==> src/rtl/vram_arbiter_pkg.sv <==
`default_nettype none
// ============================================================================
//  Module      : vram_arbiter_pkg
//  Description : Shared types and constants for the video RAM arbiter.
//  Revision    : 1.0 - initial release
// ============================================================================
package vram_arbiter_pkg;

    typedef enum logic [2:0] {
        ST_IDLE = 3'd0,
        ST_VADR = 3'd1,
        ST_VCAP = 3'd2,
        ST_CADR = 3'd3,
        ST_CCAP = 3'd4,
        ST_CWR  = 3'd5
    } state_t;

    localparam logic [1:0] c_WIN_DEFAULT = 2'b01;
    localparam logic [7:0] c_Q_RESET     = 8'hFF;

endpackage
`default_nettype wire

==> src/rtl/vram_arbiter.sv <==
`default_nettype none
// ============================================================================
//  Module      : vram_arbiter
//  Description : Shares one single-port video RAM between video fetch
//                (priority) and Z80 accesses, stretching the CPU with wait_n.
//  Revision    : 1.0 - initial release
// ============================================================================
module vram_arbiter
    import vram_arbiter_pkg::*;
#(
    parameter int         AW  = 14,
    parameter logic [1:0] WIN = c_WIN_DEFAULT
) (
    input  logic          clock,
    input  logic          reset,
    input  logic          vreq,
    input  logic [AW-1:0] vaddr,
    output logic [7:0]    vdata,
    output logic          vvalid,
    output logic          vovr,
    input  logic          mreq,
    input  logic          rd,
    input  logic          wr,
    input  logic [15:0]   a,
    input  logic [7:0]    d,
    output logic [7:0]    q,
    output logic          wait_n,
    output logic [AW-1:0] ramA,
    output logic          ramWe,
    output logic [7:0]    ramD,
    input  logic [7:0]    ramQ
);

    state_t        r_state;
    state_t        w_next;
    logic          r_done;
    logic          r_vpend;
    logic [AW-1:0] r_vaddrHold;

    logic          w_cpuReq;
    logic          w_decide;
    logic [AW-1:0] w_ramANext;
    logic          w_ramWeNext;
    logic [7:0]    w_ramDNext;
    logic [7:0]    w_vdataNext;
    logic          w_vvalidNext;
    logic          w_vovrNext;
    logic [7:0]    w_qNext;
    logic          w_doneNext;
    logic          w_vpendNext;
    logic [AW-1:0] w_vaddrHoldNext;

    assign w_cpuReq = !mreq && (!rd || !wr) && (a[15:14] == WIN) && !r_done;
    assign wait_n   = !w_cpuReq;
    // VCAP arbitrates like IDLE so a waiting CPU access starts straight after the capture
    assign w_decide = (r_state == ST_IDLE) || (r_state == ST_VCAP);

    always_ff @(posedge clock or posedge reset) begin
        if (reset) begin
            r_state     <= ST_IDLE;
            r_done      <= 1'b0;
            r_vpend     <= 1'b0;
            r_vaddrHold <= '0;
            ramA        <= '0;
            ramWe       <= 1'b0;
            ramD        <= 8'h00;
            vdata       <= 8'h00;
            vvalid      <= 1'b0;
            vovr        <= 1'b0;
            q           <= c_Q_RESET;
        end else begin
            r_state     <= w_next;
            r_done      <= w_doneNext;
            r_vpend     <= w_vpendNext;
            r_vaddrHold <= w_vaddrHoldNext;
            ramA        <= w_ramANext;
            ramWe       <= w_ramWeNext;
            ramD        <= w_ramDNext;
            vdata       <= w_vdataNext;
            vvalid      <= w_vvalidNext;
            vovr        <= w_vovrNext;
            q           <= w_qNext;
        end
    end

    always_comb begin
        w_next = r_state;
        case (r_state)
            ST_IDLE, ST_VCAP: begin
                if (r_vpend || vreq)       w_next = ST_VADR;
                else if (w_cpuReq && !wr)  w_next = ST_CWR;
                else if (w_cpuReq)         w_next = ST_CADR;
                else                       w_next = ST_IDLE;
            end
            ST_VADR: w_next = ST_VCAP;
            ST_CADR: w_next = ST_CCAP;
            ST_CCAP: w_next = ST_IDLE;
            ST_CWR:  w_next = ST_IDLE;
            default: w_next = ST_IDLE;
        endcase
    end

    always_comb begin
        w_ramANext      = ramA;
        w_ramWeNext     = 1'b0;
        w_ramDNext      = ramD;
        w_vdataNext     = vdata;
        w_vvalidNext    = 1'b0;
        w_vovrNext      = vovr;
        w_qNext         = q;
        w_doneNext      = r_done;
        w_vpendNext     = r_vpend;
        w_vaddrHoldNext = r_vaddrHold;

        case (r_state)
            ST_VCAP: begin
                w_vdataNext  = ramQ;
                w_vvalidNext = 1'b1;
            end
            ST_CCAP: begin
                w_qNext    = ramQ;
                w_doneNext = 1'b1;
            end
            ST_CWR:  w_doneNext = 1'b1;
            default: ;
        endcase

        if (w_decide) begin
            case (w_next)
                ST_VADR: w_ramANext = r_vpend ? r_vaddrHold : vaddr;
                ST_CWR: begin
                    w_ramANext  = a[AW-1:0];
                    w_ramDNext  = d;
                    w_ramWeNext = 1'b1;
                end
                ST_CADR: w_ramANext = a[AW-1:0];
                default: ;
            endcase
            if (w_next == ST_VADR && r_vpend) w_vpendNext = 1'b0;
        end

        // A held request always wins; a second strobe while one is held is dropped
        if (vreq) begin
            if (r_vpend) begin
                w_vovrNext = 1'b1;
            end else if (!w_decide) begin
                w_vpendNext     = 1'b1;
                w_vaddrHoldNext = vaddr;
            end
        end

        if (mreq) w_doneNext = 1'b0;
    end

endmodule
`default_nettype wire

==> config.mk <==
export PLATFORM = sky130hd
export DESIGN_NAME = vram_arbiter
export DESIGN_NICKNAME = d
export VERILOG_FILES = /design/src/rtl/vram_arbiter_pkg.sv /design/src/rtl/vram_arbiter.sv
export SDC_FILE = /design/constraint.sdc
export NUM_CORES = 1
export LEC_CHECK = 0
export CAP_MARGIN = 10
export CORE_MARGIN = 2
export CORE_UTILIZATION = 38
export DETAILED_ROUTE_END_ITERATION = 10
export PLACE_DENSITY_LB_ADDON = 0.3
export SLEW_MARGIN = 10
export SYNTH_ARGS = -nofsm -noshare
export SYNTH_HDL_FRONTEND = slang
export SYNTH_SLANG_ARGS = --single-unit
==> constraint.sdc <==
create_clock -name clock -period 3.4 [get_ports clock]
set_input_delay 0.68 -clock clock [delete_from_list [all_inputs] [get_ports clock]]
set_output_delay 0.68 -clock clock [all_outputs]
set_load 0.005 [all_outputs]
==> out/results.ini <==
[run_status]
status=completed

[finish]
seq_area_um2=1511
fillCellCount=547
nets=351
area_growth_pct=48.84
drive_gt1_share_pct=25.66
diodes=0
utilization_pct=59.05
multi_input_area_um2=914.6

[grt]
grt_pass1_wl_um=9811
grt_max_degree=26
grt_pass1_vias=2027
grt-ovfl-total=0
antenna_found_initial=0
track_usage_pct=17.08

[logic_synthesis]
synth_top_cells_by_count=dfrtp_1 (52), mux2_2 (38), inv_1 (19)
ys_ff_latch=60
synth-edff-count=0
ys_types=29
synth_warnings=0
synth_top_area_share_pct=51.36
syn_nets=249
synthTopCellsByArea=dfrtp_1 (51%), mux2_2 (17%), dfstp_2 (8.3%), a222oi_1 (5.5%), inv_1 (2.8%)
synth_most_common_cell=dfrtp_1
avgSynthCellArea_um2=12.86
ys_async_sr_fraction_pct=100.0
syn-cell-area_um2=2534
synth_seq_area_share_pct=59.65
synthFlopType=dfrtp_1
synthCells=197
yosysTopAreaCell=dfrtp_1

[routing]
vias=2003
vias_per_cell=5.257
ant_nets=0
wl_per_cell_um=16.01
drt_first_pass_iters=4
drt-initial-drc-count=82
drc=0
totalWireLength_um=6099

[floorplanning]
die_w_um=85.66
rows=29
num_io_pins=94
die-area_um2=7337
initial_core_util_pct=39.67
die_y_um=85.66
fp.coreArea_um2=6386

[power]
p_leak_nw=1.599
vdd_drop_max_mv=0.4877
power_density_nw_per_um2=872.2
power.total_w=0.003289

[setup_path]
r2r_slack_ns=1.28
required_ns=2.72
crit_path_start_kind=primary input
path_class=in2out
rr_worst_depth=3
cp_max_fo=3
rr_endpoint=ramD[3]
rr_startpoint=r_state[0]
end_kind=output pin
arrival_ns=2.25

[clocking]
cts_made_buffers=9
cts_buffer_depth=2
hold_buffers=0
cts_root_buf=clkbuf_8
post_cts_buffers=0
cts_sinks=60
cts_tree=yes
h-tree-depth=3
clk_pin_slew_ns=0.06
cts-resized-gates=0
clk_latency_ns=0.33

[placement]
globalplace.congestion=0.7168
port_buffers=93
dp.final_hpwl_um=4389

[worst_hold_path]
min_path_type=reg2reg
hp-start=vovr
whs_path_depth=1
whs_endpoint=vovr

[sta]
fin_crit_sh_pct=86.16
hold_viol_final=0
slew_headroom_pct=52.89
period_minus_slack_ns=2.929
finalClockSkew_ns=0.01216
fmax_mhz=341.4
slew_violations=0
tns_ns=0
rsz0062_at_grt=false
setup_violations=0
worst_pin_slew_ns=0.7036

[run]
maxCapViolations=0

## cell type report
class                   instances  share of cell area, %
clock buffers                  11                  3.749
clock inverters                 5                  1.393
inverters                      19                  1.891
multi-input cells             109                  24.25
flip-flops and latches         60                  40.08
well taps                      77                  2.555
repair buffers                100                  26.08
## registers in the layout, indices dropped and copies added, names as in the netlist
name / count
vvalid: 1
r_vaddrHold: 14
r_done: 1
ramWe: 1
ramA: 14
vdata: 8
r_vpend: 1
r_state: 3
ramD: 8
q: 8
vovr: 1
## layer usage
metal | track usage, % | routed length [µm] | vias up
met1 | 22.58 | 2622 | 989
met4 | 6.061 | 40 | 0
met3 | 6.064 | 575 | 6
met2 | 26.14 | 2862 | 83
li1 | - | - | 925
met5 | 0 | 0 | -
## worst max-delay path, cell delays in order
cell             delay (ns)
clkdlybuf4s50_1        0.44
nor4b_1                0.53
nand2_1                0.12
clkdlybuf4s50_1        0.48
## per-stage QoR
step	std cells	hold WS [ns]	area [µm²]	setup WS, ns
after global placement	365	0.4422	3577	0.5411
after floorplan	197	0.4510	2534	1.171
after global routing	381	0.4814	3771	0.4018
final	381	0.4599	3771	0.4706
after CTS	381	0.4660	3771	0.5001
after detailed placement	365	0.4519	3577	0.5184
## cells by family after synthesis
group,count (synthesis),share of synthesized area [%]
compound gates,35,11.01
buf+inv,28,4.247
flops,60,59.65
mux,38,16.89
simple gates,36,8.198
## worst max-delay path by stage
stage / startpoint / end / slack, ns / cells after the start
6_report: mreq / wait_n / 0.47 / 4
5_1_grt: mreq / wait_n / 0.40 / 4
3_3_place_gp: mreq / wait_n / 0.54 / 4
3_5_place_dp: mreq / wait_n / 0.52 / 4
2_1_floorplan: mreq / ramD[0] / 1.17 / 3
4_1_cts: mreq / wait_n / 0.50 / 4
## power by group
group          internal (W)  total, W  switching, W  leakage, nW
clock network      0.000355  0.000622      0.000267       0.0991
registers           0.00109   0.00129      0.000193        0.700
logic              0.000858   0.00138      0.000524        0.800
total               0.00231   0.00329      0.000984         1.60
## cell usage in the layout (no fill, tap or decap), types with 2 or more instances in the layout
master           Yosys  routed
a222oi_1            14      14
buf_4                0       7
clkbuf_8             0      10
clkdlybuf4s50_1      0      93
clkinv_2             0       3
dfrtp_1             52      52
dfstp_2              8       8
inv_1               19      18
mux2_2              38      38
nand2_1              3       3
nor2_1              18      18
nor2b_1              2       2
o21ai_0              3       3
o22ai_1             11      11
or2_2                2       2
or3b_2               3       3
(Power assumes the default switching activity.)
